File: config.mk
export PLATFORM = sky130hd
export DESIGN_NAME = param_seq_gen
export DESIGN_NICKNAME = d
export VERILOG_FILES = /design/src/rtl/param_seq_gen.sv
export SDC_FILE = /design/constraint.sdc
export NUM_CORES = 1
export LEC_CHECK = 0
export CORE_UTILIZATION = 35
export CTS_CLUSTER_SIZE = 14
export DETAILED_ROUTE_END_ITERATION = 7
export SKIP_LAST_GASP = 1
export SLEW_MARGIN = 20
export SYNTH_ARGS = -nofsm -noshare
export SYNTH_HDL_FRONTEND = slang
export SYNTH_SLANG_ARGS = --single-unit
export TNS_END_PERCENT = 10
File: constraint.sdc
create_clock -name clk -period 2.4 [get_ports clk]
set_input_delay 0.24 -clock clk [delete_from_list [all_inputs] [get_ports clk]]
set_output_delay 0.24 -clock clk [all_outputs]
set_load 0.02 [all_outputs]
File: src/rtl/param_seq_gen.sv
// Parametrised stepped sequence generator: even/odd/all modes, up/down, inclusive limit with wrap.
// Optional macro SEQ_GEN_GRAY_EN adds a Gray-coded copy of q on port q_gray.
module param_seq_gen #(
    parameter int WIDTH = 4
) (
    input  logic             clk,
    input  logic             rst,
    input  logic             start,
    input  logic             stop,
    input  logic [1:0]       mode,
    input  logic             dir,
    input  logic             load,
    input  logic [WIDTH-1:0] load_val,
    input  logic [WIDTH-1:0] limit,
    output logic [WIDTH-1:0] q,
    output logic [WIDTH-1:0] qbar,
    output logic             running,
    output logic             wrap
`ifdef SEQ_GEN_GRAY_EN
    ,
    output logic [WIDTH-1:0] q_gray
`endif
);

    typedef enum logic {S_IDLE = 1'b0, S_RUN = 1'b1} state_t;

    state_t           state_q, state_d;
    logic [WIDTH-1:0] seq_q, seq_d;
    logic [1:0]       mode_q, mode_d;
    logic             wrap_q, wrap_d;

    logic             is_odd, is_all, realign, advance;
    logic [WIDTH:0]   step_w, base_w, limit_w, seq_w, sum_w, floor_w;
    logic [WIDTH-1:0] top_v;

    function automatic logic [WIDTH-1:0] align(input logic [WIDTH-1:0] v,
                                               input logic odd, input logic all);
        logic [WIDTH-1:0] r;
        r = v;
        if (odd)       r[0] = 1'b1;
        else if (!all) r[0] = 1'b0;
        return r;
    endfunction

    // State register
    always_ff @(posedge clk or posedge rst) begin
        if (rst) begin
            state_q <= S_IDLE;
            seq_q   <= '0;
            mode_q  <= 2'b00;
            wrap_q  <= 1'b0;
        end else begin
            state_q <= state_d;
            seq_q   <= seq_d;
            mode_q  <= mode_d;
            wrap_q  <= wrap_d;
        end
    end

    // Next-state logic: stop dominates start
    always_comb begin
        state_d = state_q;
        if (stop)       state_d = S_IDLE;
        else if (start) state_d = S_RUN;
    end

    // Output logic
    always_comb begin
        running = (state_q == S_RUN);
    end

    always_comb begin
        is_odd  = (mode == 2'b01);
        is_all  = (mode == 2'b10);
        step_w  = is_all ? (WIDTH+1)'(1) : (WIDTH+1)'(2);
        base_w  = is_odd ? (WIDTH+1)'(1) : '0;
        limit_w = {1'b0, limit};
        seq_w   = {1'b0, seq_q};
        sum_w   = seq_w + step_w;
        floor_w = base_w + step_w;
        if (is_all)        top_v = limit;
        else if (is_odd)   top_v = limit[0] ? limit : (limit - WIDTH'(1));
        else               top_v = {limit[WIDTH-1:1], 1'b0};
        realign = (mode != mode_q);
        advance = (state_q == S_RUN) && !stop && !load && !realign;
    end

    // Datapath: load > realign > advance; the sum is one bit wider so a full-scale limit still wraps
    always_comb begin
        seq_d  = seq_q;
        mode_d = mode_q;
        wrap_d = 1'b0;
        if (load) begin
            seq_d  = align(load_val, is_odd, is_all);
            mode_d = mode;
        end else if (realign) begin
            seq_d  = align(seq_q, is_odd, is_all);
            mode_d = mode;
        end else if (advance) begin
            if (limit_w < base_w) begin
                seq_d = base_w[WIDTH-1:0];
            end else if (!dir) begin
                if (sum_w > limit_w) begin
                    seq_d  = base_w[WIDTH-1:0];
                    wrap_d = 1'b1;
                end else begin
                    seq_d = sum_w[WIDTH-1:0];
                end
            end else begin
                if (seq_w < floor_w) begin
                    seq_d  = top_v;
                    wrap_d = 1'b1;
                end else begin
                    seq_d = seq_q - step_w[WIDTH-1:0];
                end
            end
        end
    end

    assign q    = seq_q;
    assign qbar = ~seq_q;
    assign wrap = wrap_q;

`ifdef SEQ_GEN_GRAY_EN
    assign q_gray = seq_q ^ (seq_q >> 1);
`endif

endmodule

==> results of run 1 <==
timing repair:
item	in CTS	in global routing
buffers inserted	4	0
resized for setup	14	6
endpoints found under the setup margin	5	5
pin swaps	18	6
gates cloned	0	0
layout make-up:
type                       count  share of cell area, %
timing repair buffer          51                  27.79
clock buffer                   4                  1.639
multi-input combinational     87                  51.29
sequential                     8                  12.65
tap                           30                  2.342
inverter                      16                  4.294
synthesized netlist by cell type (2+ instances only):
cell | count | share of area [%]
mux2_2 | 2 | 2.3
dfrtp_1 | 8 | 20
mux2i_1 | 4 | 4.0
a21oi_1 | 5 | 2.5
inv_1 | 16 | 6.1
clkbuf_1 | 3 | 1.1
ha_1 | 12 | 15
xnor2_1 | 6 | 5.3
nand2_1 | 6 | 2.3
xor2_1 | 2 | 1.8
o22ai_1 | 2 | 1.3
o21ai_0 | 2 | 1.0
nor2b_1 | 4 | 2.5
nand3_1 | 3 | 1.5
nor2_1 | 12 | 4.6
nor3_1 | 2 | 1.0
a22oi_1 | 2 | 1.5
layer usage:
layer / vias to the layer above / track usage, %
met3: 4 / 2.186
met5: - / 0
met2: 21 / 42.37
met1: 467 / 26.16
li1: 503 / -
met4: 0 / 3.333
sequential cells by signal, summed over array words and instances (netlist names):
signal   cells
q            4
mode_q       2
running      1
wrap         1
where the power goes:
group          internal [W]  leakage (nW)  switching, W
logic              0.000257         0.594      0.000223
clock network     0.0000633        0.0150     0.0000418
registers          0.000147        0.0947     0.0000124
total              0.000467         0.703      0.000277
per-stage QoR:
stage	total power, W	hold WS [ps]	setup WS [ps]	util (%)	instances
2_1_floorplan	0.0004042	55.52	-133.6	-	115
3_3_place_gp	0.0005721	503.5	-796.7	57.65	188
3_5_place_dp	0.0005765	502.3	-851.7	57.65	188
4_1_cts	0.0007315	233.1	-48.64	61.16	196
5_1_grt	0.0007991	262.3	-162.7	62.43	196
6_report	0.0007442	228.9	-55.13	62.43	196
critical path: cells and delay by family, from the launching register on:
family                     cells  cell delay [ps]
and+or+nand+nor                4              600
adders and majority gates      2              560
AOI/OAI and AO/OA              3              550
DFF                            1              470
xor gates and xnor gates       1              140
worst paths after layout:
| path | slack (ps) | endpoint | cells past startpoint | start |
|---|---|---|---|---|
| worst max-delay path | -60 | q[0]$_DFFE_PP0P_ | 10 | q[1]$_DFFE_PP0P_ |
| worst min-delay path | 230 | q[3]$_DFFE_PP0P_ | 2 | rst |
| worst max register to register | -60 | q[0]$_DFFE_PP0P_ | 10 | q[1]$_DFFE_PP0P_ |
| worst min register to register | 520 | running$_DFFE_PP0P_ | 2 | running$_DFFE_PP0P_ |
| max in group asynchronous | 1930 | q[0]$_DFFE_PP0P_ | 2 | rst |
| min in group clk | 290 | mode_q[0]$_DFFE_PP0P_ | 2 | mode[0] |
logic make-up (layout without fill, tap and decap cells):
| kind of cell | Yosys count | count (layout) | share of synthesized area [%] |
|---|---|---|---|
| AND/OR/NAND/NOR | 36 | 36 | 20.61 |
| AO/OA/AOI/OAI | 24 | 24 | 20.23 |
| buffers and inverters | 20 | 71 | 8.344 |
| adder cells (fa/ha/maj) | 13 | 13 | 17.19 |
| XOR/XNOR | 8 | 8 | 7.080 |
| flip-flops | 8 | 8 | 20.23 |
| multiplexers | 6 | 6 | 6.321 |
==> results.json, run 1 <==
{
  "outcome": "finished, violations left",
  "violations": "setup timing",
  "ys_seq_area_share_pct": 20.23,
  "tightest_slew_ps": 402.4,
  "place_hpwl_um": 2283,
  "wl_met2_um": 1455,
  "cpPeakStageDelay_ps": 470,
  "place.port_buffers": 25,
  "htree_levels": 1,
  "cp-end-kind": "flip-flop",
  "synth_cells": 115,
  "vias": 995,
  "drc": 0,
  "ir_worst_vdd_mv": 0.3801,
  "clock_path_buffers": 2,
  "worst_slack_ps": -55.13,
  "cp-start-kind": "flip-flop",
  "die_h_um": 55.18,
  "wl_met3_um": 95,
  "path_clk_slew_ps": 60,
  "routedWlPerCell_um": 14.41,
  "drt_wl_total_um": 2824,
  "finalCritPeriodShare_pct": 102.3,
  "regArea_sq_um": 202.7,
  "rsz0062_at_grt": "yes",
  "cap_violations": 0,
  "drt-initial-drc-count": 14,
  "cp_max_fo": 5,
  "grt_pass1_vias": 1077,
  "skew_ps": 7.619,
  "wl_met1_um": 1248,
  "ys_ff_latch": 8,
  "grt_use_total_pct": 21.92,
  "start_util_pct": 38.55,
  "critPathRequiredTime_ps": 2520,
  "numClockSinks": 8,
  "synth_nets": 144,
  "arrival_ps": 2580,
  "coreArea_sq_mm": 0.002567,
  "post-route-cell-area_sq_mm": 0.001603,
  "p_leak_nw": 0.7035,
  "slew_violations": 0,
  "synth.avg_cell_area_sq_um": 8.606,
  "dr.pass1.iters": 4,
  "cts-root-buf": "clkbuf_4",
  "grt_first_pass_wirelength_um": 4719,
  "antenna_cells": 0,
  "min_period_ps": 2455,
  "finalHoldViolCount": 0,
  "relSlewSlack_pct": 73.09,
  "place.gp.congestion": 0.8696,
  "placementRows": 18,
  "synth_edf_count": 0,
  "setup_violations": 4,
  "yosysUniqueCellTypes": 41,
  "final_antenna_net_count": 0,
  "cp_cell_sequence": "ha_4 -> a31oi_4 -> nor2_4 -> xnor2_2 -> ha_1 -> nand3_2 -> or3_4 -> a21o_4 -> a32oi_1 -> nand2_1",
  "final_cell_mix": "buf_4, clkdlybuf4s50_1, inv_1",
  "clk_latency_ps": 240,
  "die_x_um": 55.18,
  "multi_input_area_sq_um": 822.0,
  "grt_overflow": 0,
  "hp-class": "input pin to asynchronous set/reset pin",
  "worstSetupPathType": "flip-flop to flip-flop",
  "power.density_mw_per_mm2": 464.3,
  "final_common_cell": "buf_4",
  "hold_buffers": 0,
  "yosysWarnings": 0,
  "cp_slowest_cell": "dfrtp_2",
  "cts_tree": "built",
  "io_pins": 26,
  "fmax_mhz": 407.3,
  "dpl_cell_area_sq_mm": 0.001480,
  "dieArea_sq_mm": 0.003044,
  "fin_tns_setup_ps": -169.2,
  "nFillCells": 222,
  "antenna_found_initial": 0,
  "syn2layout_area_growth_pct": 61.95,
  "synth_async_sr_flop_share_pct": 100.0,
  "ys.flop_type": "dfrtp_1",
  "drive_gt1_share_pct": 35.54,
  "nNetsFinal": 196,
  "numCtsBuffers": 3,
  "top_layer_used": "met4",
  "avgViaCountPerCell": 5.077,
  "syn-cell-area_sq_um": 989.7,
  "grt_start_max_net_pins": 9
}
Power figures use the tool's default switching activity.
==> run 2, diff against run 1 <==
--- a/config.mk
+++ b/config.mk
@@ -5,7 +5,9 @@
 export SDC_FILE = /design/constraint.sdc
 export NUM_CORES = 1
 export LEC_CHECK = 0
+export CORE_MARGIN = 2
 export CORE_UTILIZATION = 35
+export CTS_CLUSTER_DIAMETER = 50
 export CTS_CLUSTER_SIZE = 14
 export DETAILED_ROUTE_END_ITERATION = 7
 export SKIP_LAST_GASP = 1
==> run 2 against run 1 <==
  * The flow still finishes with violations (setup timing)
  * Total power down 6.0%
  * Sequential cell count unchanged
  * Worst hold slack better by 6.7 ps
  * Maximum frequency down 0.66%
  * Via count down 0.90%
  * Worst setup slack worse by 16 ps
  * First-iteration DRC count up 43%
  * Largest power group unchanged
  * Highest routed layer unchanged
==> results.json, run 2 (synthesis gave the netlist of run 1 again) <==
{
  "antenna_found_initial": 0,
  "cp-start-kind": "flip-flop",
  "preCtsSetupSlack_ps": -917.7,
  "fmax_mhz": 404.6,
  "path_clk_slew_ps": 50,
  "worstSetupPathType": "flip-flop to flip-flop",
  "outcome": "finished, violations left",
  "numClockSinks": 8,
  "routedWlPerCell_um": 14.40,
  "dieArea_sq_mm": 0.003269,
  "finalCritPeriodShare_pct": 103.0,
  "clk_latency_ps": 250,
  "cp_slowest_cell": "dfrtp_2",
  "syn2layout_area_growth_pct": 55.63,
  "finalHoldViolCount": 0,
  "grt_use_total_pct": 18.68,
  "grt_pass1_vias": 1053,
  "reg2reg_to": "q[0]$_DFFE_PP0P_",
  "placementRows": 19,
  "numCtsBuffers": 3,
  "grt_first_pass_wirelength_um": 4774,
  "drive_gt1_share_pct": 33.33,
  "final_cell_mix": "clkdlybuf4s50_1, buf_4, nor2_1, inv_1, ha_1",
  "critPathRequiredTime_ps": 2520,
  "cp_max_fo": 5,
  "timing.rr.start": "q[1]$_DFFE_PP0P_",
  "regToRegSetupSlack_ps": -70,
  "vias": 986,
  "hp-class": "input pin to asynchronous set/reset pin",
  "setup.worst_path.end": "q[0]$_DFFE_PP0P_",
  "coreArea_sq_mm": 0.002710,
  "io_pins": 26,
  "dr.pass1.iters": 4,
  "place_hpwl_um": 2352,
  "slew_violations": 0,
  "place.port_buffers": 25,
  "skew_ps": 3.013,
  "start_util_pct": 36.52,
  "tightest_slew_ps": 407.5,
  "clock_path_buffers": 2,
  "critPathLaunch": "q[1]$_DFFE_PP0P_",
  "htree_levels": 1,
  "cts-root-buf": "clkbuf_4",
  "cp_cell_sequence": "inv_4 -> fa_2 -> xnor2_2 -> ha_1 -> nand3_2 -> or3_4 -> a21o_4 -> a32oi_1 -> nand2_1",
  "die_h_um": 57.18,
  "p_leak_nw": 0.6744,
  "cts_tree": "built",
  "grt-busiest-layer": "met2",
  "drc": 0,
  "use_met2_pct": 33.33,
  "post-route-cell-area_sq_mm": 0.001540,
  "violations": "setup timing",
  "antenna_cells": 0,
  "nNetsFinal": 193,
  "drt_wl_total_um": 2780,
  "rsz0062_at_grt": "yes",
  "min_period_ps": 2471,
  "drt-initial-drc-count": 20,
  "use_met3_pct": 1.134,
  "avgViaCountPerCell": 5.109,
  "worst_r2r_path_depth": 9,
  "grt_overflow": 0,
  "dpl_cell_area_sq_mm": 0.001481,
  "hold_slack_ps": 235.5,
  "grt_start_max_net_pins": 9,
  "relSlewSlack_pct": 72.75,
  "met1_usage_pct": 24.05,
  "cpPeakStageDelay_ps": 460,
  "die_x_um": 57.18,
  "cap_violations": 0,
  "final_antenna_net_count": 0,
  "largest_reg_flops": 4,
  "arrival_ps": 2590,
  "place.gp.congestion": 0.8055,
  "ir_worst_vdd_mv": 0.3798,
  "cp-end-kind": "flip-flop",
  "power.density_mw_per_mm2": 454.3,
  "final_util_pct": 56.83,
  "setup_violations": 4,
  "worst_slack_ps": -71.44
}
[run 2: stage by stage]
stage | total power [W] | cells | TNS, ps
2_1_floorplan | 0.0004042 | 115 | -452.9
3_3_place_gp | 0.0005731 | 189 | -3642
3_5_place_dp | 0.0005813 | 189 | -3969
4_1_cts | 0.0007089 | 193 | -311.0
5_1_grt | 0.0007522 | 193 | -568.9
6_report | 0.0006997 | 193 | -146.5
[run 2: worst max-delay path, delay by kind of cell, from the launching register on]
family                   cells  cell delay, ps
AND/OR/NAND/NOR              3             530
flip-flops                   1             460
AO/OA/AOI/OAI                2             430
buffers and inverters        1              60
XOR/XNOR                     1             160
adder cells (fa/ha/maj)      2             710
[run 2: final cells by class]
class | instances | area (sq um)
Timing Repair Buffer | 48 | 419.2
Tap cell | 31 | 38.79
Multi-Input combinational cell | 87 | 788.3
Sequential cell | 8 | 202.7
Inverter | 16 | 68.82
Clock buffer | 3 | 22.52
Fill cell | 259 | 1170
[run 2: worst min path at each step]
stage | slack, ps | from | to | cells past startpoint
floorplan | 60 | rst | mode_q[0]$_DFFE_PP0P_ | 1
global placement | 510 | rst | running$_DFFE_PP0P_ | 2
detailed placement | 510 | rst | running$_DFFE_PP0P_ | 2
CTS | 240 | rst | wrap$_DFF_PP0_ | 2
global route | 260 | rst | wrap$_DFF_PP0_ | 2
finish | 240 | rst | wrap$_DFF_PP0_ | 2
[run 2: routing by layer]
metal | up-vias | wire, um
met2 | 21 | 1436
met5 | - | 0
met4 | 0 | 22
li1 | 494 | -
met1 | 469 | 1231
met3 | 2 | 89
[run 2: where the power goes]
group          leakage, nW  total (W)  internal (W)  switching (W)
Sequential          0.0947   0.000160      0.000147      0.0000126
Combinational        0.566   0.000440      0.000234       0.000205
Clock               0.0138   0.000100     0.0000571      0.0000433
Total                0.674   0.000700      0.000438       0.000261
[run 2: timing repair]
item,CTS,global route
hold buffers,0,0
gates resized for setup,13,0
endpoints found under the hold margin,0,0
setup buffers,1,0
pin swaps,9,2
endpoints found under the setup margin,5,5
==> run 3, diff against run 2 <==
--- a/config.mk
+++ b/config.mk
@@ -6,10 +6,12 @@
 export NUM_CORES = 1
 export LEC_CHECK = 0
 export CORE_MARGIN = 2
-export CORE_UTILIZATION = 35
+export CORE_UTILIZATION = 30
 export CTS_CLUSTER_DIAMETER = 50
 export CTS_CLUSTER_SIZE = 14
 export DETAILED_ROUTE_END_ITERATION = 7
+export PLACE_DENSITY = 0.58
+export REMOVE_ABC_BUFFERS = 1
 export SKIP_LAST_GASP = 1
 export SLEW_MARGIN = 20
 export SYNTH_ARGS = -nofsm -noshare
==> run 3 against run 2 <==
  * Clock skew rose by 0.72 ps
  * Utilization shrank 4.7 points
  * Critical endpoint unchanged
  * Sequential cell count stayed put
  * Global-route usage down 0.79 points
  * Final cell count grew 9.8%
  * Non-clock buffer count increased by 6
  * Clock power grew 4%
  * The run still ends with setup timing left
  * Worst hold slack lost 5.3 ps
==> results.json, run 3 (synthesis gave the netlist of run 1 again) <==
{
  "outcome": "finished, violations left",
  "violations": "setup timing",
  "critPathRequiredTime_ps": 2540,
  "slew_violations": 0,
  "avgViaCountPerCell": 4.825,
  "clk_latency_ps": 250,
  "min_period_ps": 2508,
  "worstSetupPathType": "flip-flop to flip-flop",
  "grt_overflow": 0,
  "vias": 1023,
  "cp-start-kind": "flip-flop",
  "nNetsFinal": 199,
  "rsz0062_at_grt": "yes",
  "reg2reg_to": "q[0]$_DFFE_PP0P_",
  "antenna_found_initial": 0,
  "cp-end-kind": "flip-flop",
  "clock_path_buffers": 2,
  "preCtsSetupSlack_ps": -826.2,
  "drt-initial-drc-count": 13,
  "fmax_mhz": 398.8,
  "finalCritPeriodShare_pct": 104.5,
  "cts-root-buf": "clkbuf_4",
  "place.port_buffers": 25,
  "numClockSinks": 8,
  "ir_worst_vdd_mv": 0.2390,
  "numCtsBuffers": 3,
  "grt_pass1_vias": 1062,
  "arrival_ps": 2650,
  "p_leak_nw": 0.7204,
  "worst_r2r_path_depth": 13,
  "htree_levels": 1,
  "dr.pass1.iters": 4,
  "tightest_slew_ps": 426.6,
  "final_antenna_net_count": 0,
  "hp-class": "input pin to asynchronous set/reset pin",
  "cts_tree": "built",
  "start_util_pct": 31.90,
  "die_x_um": 61.44,
  "largest_reg_flops": 4,
  "grt_use_total_pct": 17.89,
  "dieArea_sq_mm": 0.003774,
  "path_clk_slew_ps": 60,
  "final_common_cell": "buf_4",
  "placementRows": 20,
  "drt_wl_total_um": 3103,
  "place_hpwl_um": 2349,
  "timing.rr.start": "q[1]$_DFFE_PP0P_",
  "cp_max_fo": 5,
  "die_h_um": 61.44,
  "skew_ps": 3.737,
  "final_util_pct": 52.10,
  "place.gp.congestion": 0.9032,
  "drc": 0,
  "io_pins": 26,
  "finalHoldViolCount": 0,
  "setup_violations": 5,
  "cap_violations": 0,
  "drive_gt1_share_pct": 36.31,
  "antenna_cells": 0,
  "grt_start_max_net_pins": 9,
  "worst_slack_ps": -107.8,
  "grt_first_pass_wirelength_um": 4926,
  "relSlewSlack_pct": 71.47,
  "final_cell_mix": "buf_4, clkdlybuf4s50_1, inv_1",
  "regToRegSetupSlack_ps": -110,
  "routedWlPerCell_um": 14.64,
  "coreArea_sq_mm": 0.003103,
  "hold_buffers": 0,
  "syn2layout_area_growth_pct": 63.34,
  "power.density_mw_per_mm2": 465.3,
  "fin_tns_setup_ps": -455.0
}
==> run 3: layout make-up <==
class / instances / area (sq um)
clock buffers: 3 / 22.52
fillers: 304 / 1486
inverters: 16 / 60.06
multi-input cells: 87 / 808.3
flip-flops and latches: 8 / 201.4
well taps: 44 / 55.05
repair buffers: 54 / 469.2
==> run 3: power breakdown <==
group,leakage (nW),switching (W),total [W],internal (W)
clock network,0.0138,0.0000467,0.000104,0.0000573
registers,0.0960,0.0000114,0.000158,0.000146
logic,0.611,0.000230,0.000490,0.000260
total,0.720,0.000288,0.000752,0.000464
==> run 3: worst max-delay path by stage <==
stage	startpoint	end	slack, ps	cells after the start
floorplan	q[1]$_DFFE_PP0P_	q[1]$_DFFE_PP0P_	-340	9
detailed placement	mode[0]	q[1]$_DFFE_PP0P_	-830	13
global placement	mode[0]	q[1]$_DFFE_PP0P_	-750	14
global route	q[1]$_DFFE_PP0P_	q[0]$_DFFE_PP0P_	-200	13
finish	q[1]$_DFFE_PP0P_	q[0]$_DFFE_PP0P_	-110	13
CTS	q[1]$_DFFE_PP0P_	q[0]$_DFFE_PP0P_	-170	12
==> run 3: timing repair <==
action	CTS	global route
pin swaps	11	14
setup endpoints to repair	5	5
endpoints found under the hold margin	0	0
buffers inserted	2	1
resized for setup	22	8
==> run 3: per-layer routing <==
metal | vias to the layer above | GRT usage (%) | wire (um) | part of all wire (%)
met2 | 36 | 31.16 | 1585 | 51
met4 | 0 | 7.903 | 52 | 1.7
met1 | 479 | 21.68 | 1325 | 43
met3 | 4 | 2.941 | 140 | 4.5
li1 | 504 | - | - | -
met5 | - | 0 | 0 | 0
==> run 3: worst max-delay path, cell delays in order (launching register included) <==
cell	delay [ps]
dfrtp_2	450
buf_6	140
ha_4	140
a31oi_1	140
nor2_1	70
xnor2_1	140
ha_1	330
nand3_2	80
buf_4	150
nor3b_4	220
buf_4	170
a2111oi_4	40
o31ai_1	220
nand2_1	80
==> run 3: through the flow <==
step	std cells	hold WS, ps	cell area (sq um)	total power (W)
floorplan	111	55.66	967.2	0.0003759
global placement	206	499.7	1468	0.0005581
detailed placement	206	509.4	1468	0.0005657
CTS	211	231.5	1588	0.0007237
global route	212	223.8	1617	0.0008033
finish	212	230.3	1617	0.0007523
